--- config.mk ---
export PLATFORM = sky130hd
export DESIGN_NAME = butterfly_pipe
export DESIGN_NICKNAME = d
export VERILOG_FILES = /design/src/rtl/butterfly_pipe.sv
export SDC_FILE = /design/constraint.sdc
export NUM_CORES = 2
export LEC_CHECK = 0
export CAP_MARGIN = 5
export CORE_ASPECT_RATIO = 0.6
export CORE_MARGIN = 5
export CORE_UTILIZATION = 25
export CTS_CLUSTER_SIZE = 40
export DETAILED_ROUTE_END_ITERATION = 6
export PLACE_DENSITY_LB_ADDON = 0.2
export SLEW_MARGIN = 20
export SYNTH_ARGS = -nofsm -noshare
export SYNTH_HDL_FRONTEND = slang
export SYNTH_SLANG_ARGS = --single-unit
--- constraint.sdc ---
create_clock -name clk -period 73.8 [get_ports clk]
set_input_delay 22.14 -clock clk [delete_from_list [all_inputs] [get_ports clk]]
set_output_delay 22.14 -clock clk [all_outputs]
set_load 0.02 [all_outputs]
--- src/rtl/butterfly_pipe.sv ---
// Pipelined modular butterfly (CT / GS / GS-half / dual scale) with valid/ready and a sideband tag.
// Latency MUL_LAT+2 cycles; an output stall freezes every stage in lock-step, in_ready = !stall.
module butterfly_pipe #(
  parameter int W       = 12,
  parameter int Q       = 3329,
  parameter int MUL_LAT = 4,
  parameter int TAG_W   = 8
) (
  input  logic             clk,
  input  logic             reset,
  input  logic             in_valid,
  output logic             in_ready,
  input  logic [1:0]       mode,
  input  logic [W-1:0]     a_in,
  input  logic [W-1:0]     b_in,
  input  logic [W-1:0]     zeta,
  input  logic [TAG_W-1:0] tag_in,
  output logic             out_valid,
  input  logic             out_ready,
  output logic [W-1:0]     a_out,
  output logic [W-1:0]     b_out,
  output logic [TAG_W-1:0] tag_out
);
  localparam logic [1:0]     MODE_CT    = 2'b00;
  localparam logic [1:0]     MODE_GS    = 2'b01;
  localparam logic [1:0]     MODE_GSH   = 2'b10;
  localparam logic [1:0]     MODE_SCALE = 2'b11;
  localparam logic [W:0]     QW = (W+1)'(Q);
  localparam logic [2*W-1:0] QP = (2*W)'(Q);

  function automatic logic [W-1:0] add_mod(input logic [W-1:0] x, input logic [W-1:0] y);
    logic [W:0] t;
    t = {1'b0, x} + {1'b0, y};
    if (t >= QW) t = t - QW;
    return t[W-1:0];
  endfunction

  // Borrow out of the W+1-bit difference shows up in the top bit.
  function automatic logic [W-1:0] sub_mod(input logic [W-1:0] x, input logic [W-1:0] y);
    logic [W:0] t;
    t = {1'b0, x} - {1'b0, y};
    if (t[W]) t = t + QW;
    return t[W-1:0];
  endfunction

  // x/2 mod Q: odd values borrow one Q so the shift is exact.
  function automatic logic [W-1:0] half_mod(input logic [W-1:0] x);
    logic [W:0] t;
    t = {1'b0, x};
    if (x[0]) t = t + QW;
    t = t >> 1;
    return t[W-1:0];
  endfunction

  function automatic logic [W-1:0] red_mod(input logic [2*W-1:0] p);
    return W'(p % QP);
  endfunction

  logic stall;
  logic en;
  assign stall    = out_valid && !out_ready;
  assign en       = !stall;
  assign in_ready = en;

  // Stage 0 operands
  logic             v0;
  logic [1:0]       mode0;
  logic [W-1:0]     a0, b0, z0, s0, d0;
  logic [TAG_W-1:0] tag0;

  // Multiplier stages 1..MUL_LAT plus matching bypass registers
  logic [MUL_LAT:1] vld_p;
  logic [2*W-1:0]   p0_p  [1:MUL_LAT];
  logic [2*W-1:0]   p1_p  [1:MUL_LAT];
  logic [W-1:0]     a_p   [1:MUL_LAT];
  logic [W-1:0]     s_p   [1:MUL_LAT];
  logic [1:0]       mode_p[1:MUL_LAT];
  logic [TAG_W-1:0] tag_p [1:MUL_LAT];

  logic [W-1:0]   m0_x, m1_x;
  logic [2*W-1:0] prod0, prod1;

  always_comb begin
    m0_x = d0;
    m1_x = '0;
    case (mode0)
      MODE_CT:    m0_x = b0;
      MODE_SCALE: begin
        m0_x = a0;
        m1_x = b0;
      end
      default:    m0_x = d0;
    endcase
  end

  assign prod0 = (2*W)'(z0) * (2*W)'(m0_x);
  assign prod1 = (2*W)'(z0) * (2*W)'(m1_x);

  logic [W-1:0] m0, m1, a_last, s_last;
  logic [W-1:0] a_nxt, b_nxt;

  assign m0     = red_mod(p0_p[MUL_LAT]);
  assign m1     = red_mod(p1_p[MUL_LAT]);
  assign a_last = a_p[MUL_LAT];
  assign s_last = s_p[MUL_LAT];

  always_comb begin
    a_nxt = '0;
    b_nxt = '0;
    case (mode_p[MUL_LAT])
      MODE_CT: begin
        a_nxt = add_mod(a_last, m0);
        b_nxt = sub_mod(a_last, m0);
      end
      MODE_GS: begin
        a_nxt = s_last;
        b_nxt = m0;
      end
      MODE_GSH: begin
        a_nxt = half_mod(s_last);
        b_nxt = half_mod(m0);
      end
      default: begin
        a_nxt = m0;
        b_nxt = m1;
      end
    endcase
  end

  always_ff @(posedge clk) begin
    if (reset) begin
      v0        <= 1'b0;
      vld_p     <= '0;
      out_valid <= 1'b0;
      a_out     <= '0;
      b_out     <= '0;
      tag_out   <= '0;
    end else if (en) begin
      v0    <= in_valid;
      mode0 <= mode;
      a0    <= a_in;
      b0    <= b_in;
      z0    <= zeta;
      s0    <= add_mod(a_in, b_in);
      d0    <= sub_mod(a_in, b_in);
      tag0  <= tag_in;

      vld_p[1]  <= v0;
      p0_p[1]   <= prod0;
      p1_p[1]   <= prod1;
      a_p[1]    <= a0;
      s_p[1]    <= s0;
      mode_p[1] <= mode0;
      tag_p[1]  <= tag0;
      for (int i = 2; i <= MUL_LAT; i++) begin
        vld_p[i]  <= vld_p[i-1];
        p0_p[i]   <= p0_p[i-1];
        p1_p[i]   <= p1_p[i-1];
        a_p[i]    <= a_p[i-1];
        s_p[i]    <= s_p[i-1];
        mode_p[i] <= mode_p[i-1];
        tag_p[i]  <= tag_p[i-1];
      end

      out_valid <= vld_p[MUL_LAT];
      a_out     <= a_nxt;
      b_out     <= b_nxt;
      tag_out   <= tag_p[MUL_LAT];
    end
  end
endmodule

==> impl_metrics.ini <==
[cts]
clock_latency_ns = 0.63
cts_resized = 0
htreeDepth = 2
cts_root_buf = clkbuf_16
clk_path_buf_depth = 3
cts_hold_buf = 0
clock_sinks = 436
cts_tree = yes
numCtsBuffers = 46
postCtsSetupBuffers = 0
clk_pin_slew_ns = 0.06

[yosys]
synth_cell_types = 149
seq_area_frac_synth_pct = 33.0
synth-edff-count = 398
synthArstFlopShare_pct = 0
synth_area_mm2 = 0.0386
postSynthAreaPerCell_um2 = 9.70
ys_ff_latch = 436
ys_warn_count = 0
synthFlopType = edfxtp_1
syn_nets = 4419
synthCells = 3975

[floorplan]
start_util_pct = 25.2
die_w_um = 517
rows = 111
die_area_mm2 = 0.162
coreArea_mm2 = 0.153
die_h_um = 314
io_pins = 84

[global_routing]
grt_max_degree = 164
grt.total_usage_pct = 13.0
grt_pass1_vias = 28100
overflow = 0
grt_pass1_wl_um = 170000
grt_antenna_before_repair = 0

[layout]
syn_to_final_growth_pct = 11.6
final_cell_mix = nand2_1, edfxtp_1, inv_1
nNetsFinal = 4434
drive_gt1_share_pct = 7.50
layout_commonest_cell = nand2_1

[route]
dr.first_iter.drc_count = 2526
viasPerCell = 4.91
drc = 0
wl_um = 108000
firstDrtPassIters = 5
routedWlPerCell_um = 17.8
num_vias = 29700
antenna_left = 0

[place]
port_buffers = 83
hpwl_um = 84500
gp_congestion = 0.837

[critical_path]
path_class = primary input to output port
critical_path.endpoint = in_ready
regToRegEndpoint = a_out[4]
reg2regPathDepth = 69
crit_path_start_kind = primary input
reg2reg_slack_ns = 52.38
r2r-start = p0_p[0][109]
cp.required_ns = 51.66
startpoint = out_ready
critPathArrivalTime_ns = 24.29
endpoint_kind = output port
path_max_fanout = 34

[sta]
finalHoldViolCount = 0
clock.fmax_ghz = 0.0215
rsz0062_at_grt = false
slew_headroom_pct = 31.6
fin_crit_ns = 46.43
tns_ns = 0
worst_slew_pin_slew_ns = 1.03
min_period_over_period_pct = 62.9
finClkSkew_ns = 0.0550
slew_viol_final = 0
setup_viol = 0
holdWs_ns = 0.404

[job]
drv_cap = 0

[run_status]
status = complete, no violations

[min_path]
hp-class = register to register
## layout make-up
cell class	count	area (um2)
inverter	345	1290
fill	16200	110000
sequential	436	12700
antenna	1	2.50
tap	2034	2540
clock buffer	52	1170
multi-input combinational	3032	23800
timing repair buffer	129	1190
clock inverter	33	317
## registers in the layout, summed over array words and instances (netlist names), 32 cells and up
| signal | cells |
|---|---|
| a_p | 48 |
| tag_p | 32 |
| s_p | 48 |
| p1_p | 96 |
| p0_p | 96 |
## synthesized netlist by cell type, drive strengths merged, types with 28 or more instances
cell type	instances	area [um2]
a211oi	59	500
nor4	32	280
inv	341	1280
edfxtp	398	12000
nand2b	38	238
o211ai	50	420
nand4	37	231
or3	34	218
nand2	421	1590
mux2i	30	312
dfxtp	38	761
nor2b	46	288
nand3	103	526
nor2	233	880
ha	191	2390
clkbuf	112	440
or2	33	206
o21ai	152	791
fa	203	4060
a31oi	28	196
xor2	76	666
buf	49	347
a21o	54	417
o21bai	58	435
a21oi	244	1250
xnor2	212	1870
nor3	69	362
and3	74	464
and2	63	398
## metrics by stage
step	cell area, um2	util, %	instances	setup slack [ns]
finish	43000	28.1	6062	27.37
global route	43000	28.1	6061	27.17
CTS	43000	28.1	6061	27.34
detailed placement	41500	27.1	5976	27.34
global placement	41500	27.1	5976	27.32
floorplan	38600	-	3975	28.84
## critical path: stages
cell and delay, ns:
clkdlybuf4s50_1 0.44, nor2b_4 0.12, clkinv_1 0.77, clkdlybuf4s50_1 0.80
## per-layer routing
layer,vias to the layer above,track usage (%),share of wire (%)
li1,14400,-,-
met1,14500,23.3,59
met2,708,15.4,34
met3,58,2.12,5.8
met4,0,1.79,0.96
met5,-,0,0
## kinds of logic after synthesis
family,Yosys count,synth area share [%]
AND/OR/NAND/NOR,1273,16.8
AO/OA/AOI/OAI,1008,19.3
multiplexers,61,1.93
flip-flops,436,33.0
adder cells (fa/ha/maj),401,16.9
XOR/XNOR,289,6.64
buffers and inverters,507,5.42
## worst min path at each step
| stage | startpoint | end | slack [ns] | cells past startpoint |
|---|---|---|---|---|
| global placement | p0_p[0][59] | p0_p[0][83] | 0.40 | 0 |
| CTS | p1_p[0][30] | p1_p[0][54] | 0.40 | 0 |
| global route | p1_p[0][30] | p1_p[0][54] | 0.41 | 0 |
| floorplan | a_p[0][12] | a_p[0][24] | 0.40 | 0 |
| finish | p1_p[0][30] | p1_p[0][54] | 0.40 | 0 |
| detailed placement | a_p[0][33] | a_p[0][45] | 0.40 | 0 |
Power is not shown: default switching activity piles up to over one toggle a cycle in this logic, so the estimate is an artifact.
